==> config.mk <==
export PLATFORM = sky130hd
export DESIGN_NAME = cpu_clk_ctrl
export DESIGN_NICKNAME = d
export VERILOG_FILES = /design/src/rtl/cpu_clk_pkg.sv /design/src/rtl/clk_div_ch.sv /design/src/rtl/cpu_clk_ctrl.sv
export SDC_FILE = /design/constraint.sdc
export NUM_CORES = 1
export LEC_CHECK = 0
export CORE_MARGIN = 5
export CORE_UTILIZATION = 48
export DETAILED_ROUTE_END_ITERATION = 10
export HOLD_SLACK_MARGIN = 0.06
export PLACE_DENSITY = 0.81
export SETUP_SLACK_MARGIN = 0.2
export SYNTH_ARGS = -nofsm -noshare
export SYNTH_HDL_FRONTEND = slang
export SYNTH_SLANG_ARGS = --single-unit
==> constraint.sdc <==
create_clock -name CLK -period 2.55 [get_ports CLK]
set_input_delay 0.3825 -clock CLK [delete_from_list [all_inputs] [get_ports CLK]]
set_output_delay 0.3825 -clock CLK [all_outputs]
set_load 0.1 [all_outputs]
==> src/rtl/cpu_clk_pkg.sv <==
// Shared state encodings for the CPU clock-enable / reset sequencer.
package cpu_clk_pkg;

    typedef enum logic [1:0] {
        S_RST  = 2'd0,
        S_HALT = 2'd1,
        S_RUN  = 2'd2,
        S_STEP = 2'd3
    } state_t;

endpackage

==> src/rtl/clk_div_ch.sv <==
// Single clock-enable divider channel: one ce_o pulse every div_i+1 advancing cycles.
module clk_div_ch #(
    parameter int DIV_W = 8
) (
    input  logic             CLK,
    input  logic             RST,
    input  logic             adv,
    input  logic [DIV_W-1:0] div_i,
    output logic             ce_o,
    output logic [DIV_W-1:0] d_o
);

    // >= rather than == so a ratio shrunk below the current phase pulses once and restarts
    always_ff @(posedge CLK or posedge RST) begin
        if (RST) begin
            d_o  <= '0;
            ce_o <= 1'b0;
        end else if (adv) begin
            if (d_o >= div_i) begin
                d_o  <= '0;
                ce_o <= 1'b1;
            end else begin
                d_o  <= d_o + DIV_W'(1);
                ce_o <= 1'b0;
            end
        end else begin
            ce_o <= 1'b0;
        end
    end

endmodule

==> src/rtl/cpu_clk_ctrl.sv <==
// CPU reset hold, run/halt/step FSM and N_CH divided clock enables with a ce[0] cycle counter.
// Optional breakpoint-on-cycle-count halt is built when CPU_CLK_BRK_EN is defined.
module cpu_clk_ctrl
    import cpu_clk_pkg::*;
#(
    parameter int N_CH    = 2,
    parameter int DIV_W   = 8,
    parameter int RST_CYC = 16,
    parameter int CNT_W   = 32
) (
    input  logic                  CLK,
    input  logic                  RST,
    input  logic                  cmd_run,
    input  logic                  cmd_halt,
    input  logic                  cmd_step,
    input  logic [N_CH*DIV_W-1:0] div,
    input  logic [CNT_W-1:0]      brk_val,
    output logic [N_CH-1:0]       ce,
    output logic                  cpu_rst,
    output logic [1:0]            state,
    output logic                  step_done,
    output logic [CNT_W-1:0]      cyc_cnt,
    output logic                  brk_hit
);

    localparam int RW = (RST_CYC > 1) ? $clog2(RST_CYC) : 1;
    localparam logic [RW-1:0] RST_LAST = RW'(RST_CYC - 1);

    state_t                  st, st_nx;
    logic [RW-1:0]           rst_cnt;
    logic                    rst_done;
    logic                    adv, fire0, step_nx;
    logic                    brk_match, brk_set, brk_clr;
    logic [N_CH*DIV_W-1:0]   d_flat;
    logic [DIV_W-1:0]        d0;

    // A halt command freezes the dividers on the very edge it is sampled
    assign adv      = ((st == S_RUN) || (st == S_STEP)) && !cmd_halt;
    assign d0       = d_flat[DIV_W-1:0];
    assign fire0    = adv && (d0 >= div[DIV_W-1:0]);
    assign rst_done = (st == S_RST) && (rst_cnt == RST_LAST);
    assign state    = st;

    for (genvar i = 0; i < N_CH; i++) begin : g_ch
        clk_div_ch #(.DIV_W(DIV_W)) u_ch (
            .CLK   (CLK),
            .RST   (RST),
            .adv   (adv),
            .div_i (div[i*DIV_W +: DIV_W]),
            .ce_o  (ce[i]),
            .d_o   (d_flat[i*DIV_W +: DIV_W])
        );
    end

`ifdef CPU_CLK_BRK_EN
    assign brk_match = fire0 && ((cyc_cnt + CNT_W'(1)) == brk_val);

    always_ff @(posedge CLK or posedge RST) begin
        if (RST)
            brk_hit <= 1'b0;
        else if (brk_set)
            brk_hit <= 1'b1;
        else if (brk_clr)
            brk_hit <= 1'b0;
    end
`else
    logic unused_brk;
    assign brk_match  = 1'b0;
    assign brk_hit    = 1'b0;
    assign unused_brk = ^{brk_val, brk_set, brk_clr};
`endif

    logic unused_d;
    assign unused_d = ^d_flat;

    always_ff @(posedge CLK or posedge RST) begin
        if (RST)
            st <= S_RST;
        else
            st <= st_nx;
    end

    always_comb begin
        st_nx   = st;
        step_nx = 1'b0;
        brk_set = 1'b0;
        brk_clr = 1'b0;
        case (st)
            S_RST: begin
                if (rst_done)
                    st_nx = S_HALT;
            end
            S_HALT: begin
                if (cmd_run) begin
                    st_nx   = S_RUN;
                    brk_clr = 1'b1;
                end else if (cmd_step) begin
                    st_nx   = S_STEP;
                    brk_clr = 1'b1;
                end
            end
            S_RUN: begin
                if (cmd_halt) begin
                    st_nx = S_HALT;
                end else if (brk_match) begin
                    st_nx   = S_HALT;
                    brk_set = 1'b1;
                end
            end
            S_STEP: begin
                if (cmd_halt) begin
                    st_nx = S_HALT;
                end else if (brk_match) begin
                    st_nx   = S_HALT;
                    step_nx = 1'b1;
                    brk_set = 1'b1;
                end else if (cmd_run) begin
                    st_nx   = S_RUN;
                    brk_clr = 1'b1;
                end else if (fire0) begin
                    st_nx   = S_HALT;
                    step_nx = 1'b1;
                end
            end
            default: st_nx = S_RST;
        endcase
    end

    always_ff @(posedge CLK or posedge RST) begin
        if (RST) begin
            rst_cnt   <= '0;
            cpu_rst   <= 1'b1;
            step_done <= 1'b0;
            cyc_cnt   <= '0;
        end else begin
            step_done <= step_nx;
            if (rst_done)
                cpu_rst <= 1'b0;
            else if (st == S_RST)
                rst_cnt <= rst_cnt + RW'(1);
            if (fire0)
                cyc_cnt <= cyc_cnt + CNT_W'(1);
        end
    end

endmodule

==> impl_metrics.ini, run 1 <==
[status]
outcome = finished, final reports clean

[floorplan]
io_pins = 92
die-area_um2 = 8690
die_h_um = 93.2
start_util = 0.492
rows = 30
coreArea_um2 = 6760
die_x_um = 93.2

[clocking]
cts_setup_buffers = 0
cts_htree_levels = 3
insertion_delay_ps = 330
cts_buffer_depth = 2
clock_sinks = 58
cts_tree = done
cts_made_buffers = 9
cts.clk_slew.worst_paths_ps = 70
clock-root-buffer = clkbuf_8

[route]
drt_wl_total_um = 7200
route.vias.total = 2743
wl_met3_um = 379
m1WireLength_um = 3120
ant_nets = 0
drt_pass1_iterations = 4
via_per_inst = 5.60
detail_route.iter0.violations = 130
dr_wl_met2_um = 3650
wl_per_cell_um = 14.7
top_layer = met4
drc = 0

[critical_path]
worstSetupStartpoint = g_ch[0].u_ch.d_o[0]$_DFFE_PP0P_
r2r-start = g_ch[0].u_ch.d_o[0]$_DFFE_PP0P_
r2r_slack_ps = 330
endpoint = cyc_cnt[31]$_DFFE_PP0P_
cp.arrival_ps = 2420
crit_type = reg2reg
worstPathMaxFanout = 20
r2r_end = cyc_cnt[31]$_DFFE_PP0P_
ff2ff_path_depth = 8
end_kind = flop
crit_path_start_kind = flop
critPathRequiredTime_ps = 2760

[sta]
layout_min_cycle_time_ps = 2220
tns_ps = 0
rsz0062_at_grt = no
finalHoldViolCount = 0
setup_viol = 0
fin_skew_ps = 5.81
slew_viol_final = 0
tightest_slew_ps = 667
slew_headroom = 0.552
max_freq_ghz = 0.451
fin_crit_sh = 0.870

[synth]
syn-num-nets = 411
seq_area_frac_synth = 0.437
synth_cell_types = 51
synth-seq-cells = 58
synthCells = 338
synth-edff-count = 0
yosysWarningCount = 0
async_reset_ff_frac = 1.00
postSynthAreaPerCell_um2 = 9.84
syn_area_um2 = 3330
synth_ff_type = dfrtp_1

[placed_design]
placed_cell_area_um2 = 3970
io_buffer_count = 58
dp_hpwl_um = 5270
gp_congestion = 0.787

[global_routing]
antenna_found_initial = 0
grt_pass1_wl_um = 12600
grt_overflow = 0
grt_max_degree = 28
grt_pass1_vias = 2778
grt_use_total = 0.179

[cells_and_area]
layout_common_cells = dfrtp_1 (53), buf_4 (48), nand2_1 (31), xor2_1 (30), inv_1 (26)
final_nets = 478
drive_gt1_frac = 0.227
n_antenna_cell = 0
design_area_um2 = 4190
area_growth_pct = 26.0
layout_commonest_cell = dfrtp_1

[min_path]
hp-class = in2async

[flow_run]
cap_violations = 0

[pwr]
pwr_density_cell_nw_per_um2 = 821
ir_worst_vdd_mv = 0.664
leakagePower_nw = 2.06
flip-flops by register name, summed over array words and instances, names as in the netlist:
signal	count
rst_cnt	4
step_done	1
cpu_rst	1
state	2
g_ch.u_ch.d_o	16
g_ch.u_ch.ce_o	2
cyc_cnt	32
layout make-up:
cell class / instances / area (um2)
inverter: 27 / 101
sequential: 58 / 1460
clock buffer: 12 / 165
timing repair buffer: 71 / 621
tap: 80 / 100
clock inverter: 4 / 48.8
multi-input combinational: 238 / 1700
fill: 565 / 2570
report_power, final:
part           total [W]  internal [W]  leakage [nW]  switching, W
sequential       0.00132       0.00109         0.734      0.000227
combinational    0.00123      0.000444          1.21      0.000786
clock           0.000894      0.000529         0.112      0.000364
cell usage after synthesis, types with 3 or more instances:
cell type,count,area share
buf_4,4,0.0090
o21ai_1,3,0.0045
and2_1,3,0.0056
a21oi_1,7,0.011
nand3_1,19,0.029
buf_2,5,0.0075
dfrtp_1,57,0.43
xnor2_1,5,0.013
xor2_1,30,0.079
clkbuf_1,4,0.0045
nand2b_1,5,0.0094
o21ai_0,11,0.017
nor4_2,10,0.038
ha_1,20,0.075
and3_1,3,0.0056
o2111ai_1,3,0.0079
o211ai_1,3,0.0068
nand4_1,13,0.024
nor3_1,21,0.032
o311ai_1,3,0.0079
nand2_1,31,0.035
inv_1,27,0.030
nor2_1,17,0.019
per-layer routing:
metal | GRT usage | vias to the layer above
met3 | 0.0475 | 8
met5 | 0 | -
li1 | - | 1325
met1 | 0.222 | 1334
met4 | 0.0586 | 0
met2 | 0.304 | 76
how the worst min path moves through the flow:
stage,end,start,cells past startpoint
final,cyc_cnt[17]$_DFFE_PP0P_,RST,2
after detailed placement,cyc_cnt[31]$_DFFE_PP0P_,cyc_cnt[31]$_DFFE_PP0P_,1
after global placement,cpu_rst$_DFFE_PP1P_,cpu_rst$_DFFE_PP1P_,1
after floorplan,rst_cnt[0]$_DFFE_PP0P_,rst_cnt[0]$_DFFE_PP0P_,1
after global routing,cyc_cnt[20]$_DFFE_PP0P_,RST,2
after CTS,cyc_cnt[2]$_DFFE_PP0P_,RST,2
repair_timing:
item / in CTS / in global routing
hold endpoints to repair: 0 / 0
hold buffers: 0 / 0
resized for setup: 0 / 1
endpoints found under the setup margin: 0 / 2
through the flow:
step	hold WS, ps	util	instances	setup slack, ps	power (W)
global placement	456	0.588	474	25.5	0.00250
CTS	398	0.620	490	306	0.00347
global route	425	0.620	490	214	0.00367
detailed placement	460	0.588	474	11.5	0.00256
finish	403	0.620	490	332	0.00344
floorplan	468	-	338	213	0.00220
cell families (layout without fill, tap and decap cells):
group                    after synthesis  count (layout)  share of synthesized area
AND/OR/NAND/NOR                      137             137                      0.242
flip-flops                            58              58                      0.437
XOR/XNOR                              35              35                     0.0922
multiplexers                           3               3                    0.00978
adder cells (fa/ha/maj)               20              20                     0.0752
AO/OA/AOI/OAI                         42              42                     0.0869
buffers and inverters                 42             114                     0.0561
other                                  1               1                    0.00113
worst max-delay path, cell delays in order, from the launching register on:
cell	delay, ps
dfrtp_1	440
inv_1	70
ha_1	260
nand2b_1	140
a2111o_1	460
a31oi_4	280
buf_12	210
nor4_1	90
xor2_1	150
No activity file was read; power rests on OpenSTA's default activity.
==> run 2: changes to the inputs <==
--- a/config.mk
+++ b/config.mk
@@ -11,6 +11,7 @@
 export HOLD_SLACK_MARGIN = 0.06
 export PLACE_DENSITY = 0.81
 export SETUP_SLACK_MARGIN = 0.2
+export SLEW_MARGIN = 30
 export SYNTH_ARGS = -nofsm -noshare
 export SYNTH_HDL_FRONTEND = slang
 export SYNTH_SLANG_ARGS = --single-unit
==> constraint.sdc (replaced) <==
create_clock -name CLK -period 2.55 [get_ports CLK]
set_input_delay 0.255 -clock CLK [delete_from_list [all_inputs] [get_ports CLK]]
set_output_delay 0.255 -clock CLK [all_outputs]
set_load 0.1 [all_outputs]
==> impl_metrics.ini, run 2 (synthesis results as in run 1) <==
[status]
outcome = finished, final reports clean

[cells_and_area]
layout_commonest_cell = dfrtp_1
fillers = 571
top_register = cyc_cnt
layout_common_cells = dfrtp_1 (52), buf_4 (44), nand2_1 (31), xor2_1 (30), inv_1 (26)
area_growth_pct = 24.5
final_nets = 474
n_antenna_cell = 0
drive_gt1_frac = 0.219
design_area_um2 = 4140
largestRegisters = cyc_cnt (32), g_ch.u_ch.d_o (16), rst_cnt (4)
largest_reg_flops = 32
final_util = 0.613

[route]
route.vias.total = 2711
ant_nets = 0
wl_per_cell_um = 14.8
detail_route.iter0.violations = 90
drc = 0
via_per_inst = 5.58
drt_wl_total_um = 7190
drt_pass1_iterations = 4

[global_routing]
grt_use_total = 0.174
grt_pass1_vias = 2726
grt_max_degree = 35
grt_overflow = 0
antenna_found_initial = 0
grt_pass1_wl_um = 12300

[placed_design]
placed_cell_area_um2 = 3930
dp_hpwl_um = 5200
gp_congestion = 0.779
io_buffer_count = 58

[sta]
hold_ws_ps = 297
max_freq_ghz = 0.453
rsz0062_at_grt = no
setup_viol = 0
fin_skew_ps = 8.15
layout_min_cycle_time_ps = 2210
slew_headroom = 0.565
tightest_slew_ps = 648
tns_ps = 0
slew_viol_final = 0
finalHoldViolCount = 0
fin_crit_sh = 0.866

[critical_path]
critical_path_depth = 7
worstPathMaxFanout = 7
cp.arrival_ps = 2430
cp_slowest_cell = dfrtp_2
end_kind = flop
crit_type = reg2reg
crit_path_start_kind = flop
critPathRequiredTime_ps = 2770
path_cells = inv_1 > ha_1 > nand2b_1 > a211o_1 > a211oi_4 > o211ai_1 > o311ai_1
cp_num_buf_inv = 1
ff2ff_path_depth = 7
max_stage_delay_ps = 430
path_delay_family = compound AO/OA/AOI/OAI gates

[clocking]
cts_setup_buffers = 0
cts.clk_slew.worst_paths_ps = 70
insertion_delay_ps = 330
post_cts_resize_count = 0
hold_buffers = 0
clock-root-buffer = clkbuf_8
cts_tree = done
cts_made_buffers = 9
cts_buffer_depth = 2
clock_sinks = 58
cts_htree_levels = 3

[floorplan]
coreArea_um2 = 6760
die-area_um2 = 8690
start_util = 0.492
io_pins = 92
rows = 30
die_h_um = 93.2
die_x_um = 93.2

[flow_run]
cap_violations = 0

[pwr]
pwr_density_cell_nw_per_um2 = 819
ir_worst_vdd_mv = 0.805
leakagePower_nw = 2.02

[min_path]
hp-class = in2async
run 2: changes by cell type in the layout (fill, tap and decap cells not counted), sizes merged:
cell	delta
buf	-4
clkbuf	-1
clkinv	+1
run 2: path summary, 6_finish.rpt:
check                                                 from                         endpoint  slack [ps]
hold / removal                                         RST          cyc_cnt[28]$_DFFE_PP0P_         300
setup reg to reg           g_ch[1].u_ch.d_o[0]$_DFFE_PP0P_  g_ch[1].u_ch.d_o[7]$_DFFE_PP0P_         340
min in group CLK                       cpu_rst$_DFFE_PP1P_              cpu_rst$_DFFE_PP1P_         460
max in group asynchronous                              RST              cpu_rst$_DFFE_PP1P_        1610
hold reg to reg                        cpu_rst$_DFFE_PP1P_              cpu_rst$_DFFE_PP1P_         460
setup / recovery           g_ch[1].u_ch.d_o[0]$_DFFE_PP0P_  g_ch[1].u_ch.d_o[7]$_DFFE_PP0P_         340
run 2: cell type report:
type | instances | area (um2) | share of cell area
multi-input cells | 238 | 1700 | 0.411
repair buffers | 67 | 582 | 0.141
clock buffers | 11 | 141 | 0.0341
well taps | 80 | 100 | 0.0242
flip-flops and latches | 58 | 1460 | 0.352
inverters | 27 | 101 | 0.0245
clock inverters | 5 | 53.8 | 0.0130
run 2: power by group:
group	switching [W]	leakage, nW	internal, W
Sequential	0.000224	0.732	0.00109
Combinational	0.000797	1.19	0.000442
Clock	0.000364	0.103	0.000475
run 2: routing by layer:
| layer | GRT usage | share of wire |
|---|---|---|
| met5 | 0 | 0 |
| met1 | 0.224 | 0.45 |
| met4 | 0.0501 | 0.0077 |
| met2 | 0.288 | 0.49 |
| met3 | 0.0467 | 0.052 |
run 2: stage by stage:
step           total power (W)  std cells  setup WS [ps]
6_report               0.00339        486            342
5_1_grt                0.00362        486            237
4_1_cts                0.00339        486            233
3_5_place_dp           0.00255        470           69.3
3_3_place_gp           0.00249        470            102
2_1_floorplan          0.00220        338            213
run 2: worst register-to-register path, delay by kind of cell (launching register included):
| kind | cells | cell delay, ps |
|---|---|---|
| DFF | 1 | 430 |
| and+or+nand+nor | 1 | 140 |
| AOI/OAI and AO/OA | 4 | 1230 |
| adders and majority gates | 1 | 250 |
| buffers and inverters | 1 | 60 |
==> run 3: changes to the inputs <==
--- a/config.mk
+++ b/config.mk
@@ -8,10 +8,11 @@
 export CORE_MARGIN = 5
 export CORE_UTILIZATION = 48
 export DETAILED_ROUTE_END_ITERATION = 10
-export HOLD_SLACK_MARGIN = 0.06
 export PLACE_DENSITY = 0.81
 export SETUP_SLACK_MARGIN = 0.2
 export SLEW_MARGIN = 30
 export SYNTH_ARGS = -nofsm -noshare
 export SYNTH_HDL_FRONTEND = slang
+export SYNTH_HIERARCHICAL = 1
 export SYNTH_SLANG_ARGS = --single-unit
+export TNS_END_PERCENT = 20
==> impl_metrics.ini, run 3 <==
[floorplan]
start_util = 0.490
die-area_um2 = 8660
coreArea_um2 = 6760
die_h_um = 93.1
rows = 30
die_x_um = 93.1
io_pins = 92

[cells_and_area]
design_area_um2 = 4150
top_register = cyc_cnt
final_util = 0.615
final_nets = 480
drive_gt1_frac = 0.240
final_cells = 484
layout_common_cells = buf_4 (45), dfrtp_1 (40), inv_1 (35), xor2_1 (33), ha_1 (28)
n_antenna_cell = 0
largest_reg_flops = 32
largestRegisters = cyc_cnt (32), g_ch.u_ch/d_o (16), rst_cnt (4)
layout_commonest_cell = buf_4
area_growth_pct = 25.3

[critical_path]
critPathRequiredTime_ps = 2760
max_stage_delay_ps = 440
path_cells = inv_1 > ha_1 > nand2b_1 > a2111o_1 > a21oi_2 > buf_12 > buf_12 > nor3_1 > xor2_1
crit_path_frequent_cell = buf_12
r2r_slack_ps = 380
cp_slowest_cell = a2111o_1
cp_num_buf_inv = 3
crit_path_start_kind = flop
worstSetupStartpoint = g_ch[0].u_ch/d_o[0]$_DFFE_PP0P_
r2r-start = g_ch[0].u_ch/d_o[0]$_DFFE_PP0P_
worstPathMaxFanout = 22
path_delay_family = compound AO/OA/AOI/OAI gates
crit_type = reg2reg
cp.arrival_ps = 2380
end_kind = flop

[synth]
yosys-top-cells-area = dfrtp_1 (43%), ha_1 (11%), xor2_1 (8.7%), inv_1 (4.0%), nand2_1 (2.7%)
synth-seq-cells = 58
synthAdderAreaFrac = 0.106
synth_mux_area_frac = 0.00680
syn_area_um2 = 3310
async_reset_ff_frac = 1.00
synth_top_area_frac = 0.431
synth-simple-area-share = 0.204
postSynthAreaPerCell_um2 = 10.0
synth_top_family_by_area = simple AND/OR/NAND/NOR gates
synth-compound-area-share = 0.0785
synthCells = 331
synth_cell_types = 41
synth-edff-count = 0
synth_ff_type = dfrtp_1
yosysWarningCount = 6
syn-num-nets = 412
yosysTopAreaCell = dfrtp_1
synth-xor-area-share = 0.111
seq_area_frac_synth = 0.438
synth.most_common_cell = dfrtp_1
synthTopCellsByCount = dfrtp_1 (57), inv_1 (35), xor2_1 (33)

[flow_run]
cap_violations = 0

[clocking]
cts_setup_buffers = 0
clock-root-buffer = clkbuf_8
hold_buffers = 0
post_cts_resize_count = 0
cts_tree = done
clock_sinks = 58
cts.clk_slew.worst_paths_ps = 70
insertion_delay_ps = 330
cts_buffer_depth = 2
cts_made_buffers = 9
cts_htree_levels = 3

[route]
route.vias.total = 2542
drt_wl_total_um = 6930
drc = 0
via_per_inst = 5.25
drt_pass1_iterations = 4
wl_per_cell_um = 14.3
detail_route.iter0.violations = 103
ant_nets = 0

[sta]
slew_headroom = 0.591
slew_viol_final = 0
layout_min_cycle_time_ps = 2170
finalHoldViolCount = 0
max_freq_ghz = 0.460
tns_ps = 0
fin_crit_sh = 0.853
fin_skew_ps = 6.51
rsz0062_at_grt = no
tightest_slew_ps = 613
setup_viol = 0

[placed_design]
placed_cell_area_um2 = 3950
dp.cells = 466
gp_congestion = 0.784
io_buffer_count = 58
dp_hpwl_um = 5110

[status]
outcome = finished, final reports clean

[min_path]
hp-class = in2async

[global_routing]
antenna_found_initial = 0
grt_pass1_vias = 2536
grt_overflow = 0
grt_use_total = 0.173
grt_pass1_wl_um = 11900
grt_max_degree = 41

[pwr]
leakagePower_nw = 2.14
ir_worst_vdd_mv = 0.844
pwr_density_cell_nw_per_um2 = 732
## run 3: worst paths after layout
check | to | cells after the start
max in group asynchronous | cyc_cnt[4]$_DFFE_PP0P_ | 3
min reg2reg | cpu_rst$_DFFE_PP1P_ | 1
max reg2reg | cyc_cnt[24]$_DFFE_PP0P_ | 9
min in group CLK | cpu_rst$_DFFE_PP1P_ | 1
min | g_ch[0].u_ch/d_o[1]$_DFFE_PP0P_ | 2
max | cyc_cnt[24]$_DFFE_PP0P_ | 9
## run 3: metal layers
| metal | up-vias | share of wire | wire length (um) | track usage |
|---|---|---|---|---|
| met2 | 49 | 0.48 | 3350 | 0.278 |
| met4 | 0 | 0.0087 | 60 | 0.0366 |
| met3 | 6 | 0.055 | 382 | 0.0636 |
| met5 | - | 0 | 0 | 0 |
| met1 | 1213 | 0.45 | 3140 | 0.225 |
| li1 | 1274 | - | - | - |
## run 3: final cells by class
class	count	area (um2)
repair buffers	67	578
well taps	80	100
inverters	35	131
multi-input cells	228	1690
flip-flops and latches	58	1470
clock buffers	9	124
fillers	548	2600
clock inverters	7	60.1
## run 3: stage by stage
step           hold slack, ps  setup slack (ps)  total power, W
2_1_floorplan            82.9               204         0.00194
3_3_place_gp              448               133         0.00217
6_report                  257               376         0.00304
3_5_place_dp              452              83.4         0.00223
5_1_grt                   291               215         0.00326
4_1_cts                   256               337         0.00304
## run 3: logic make-up after synthesis
family | Yosys count
AND/OR/NAND/NOR | 120
XOR/XNOR | 42
adder cells (fa/ha/maj) | 28
buffers and inverters | 45
multiplexers | 2
flip-flops | 58
other | 1
AO/OA/AOI/OAI | 35
## run 3: where the power goes
part           switching (W)  internal (W)
registers           0.000184       0.00106
logic               0.000593      0.000398
clock network       0.000359      0.000440
## run 3: worst register-to-register path, cell delays in order, from the launching register on
cell,delay [ps]
dfrtp_1,390
inv_1,60
ha_1,260
nand2b_1,160
a2111o_1,440
a21oi_2,180
buf_12,180
buf_12,140
nor3_1,60
xor2_1,170
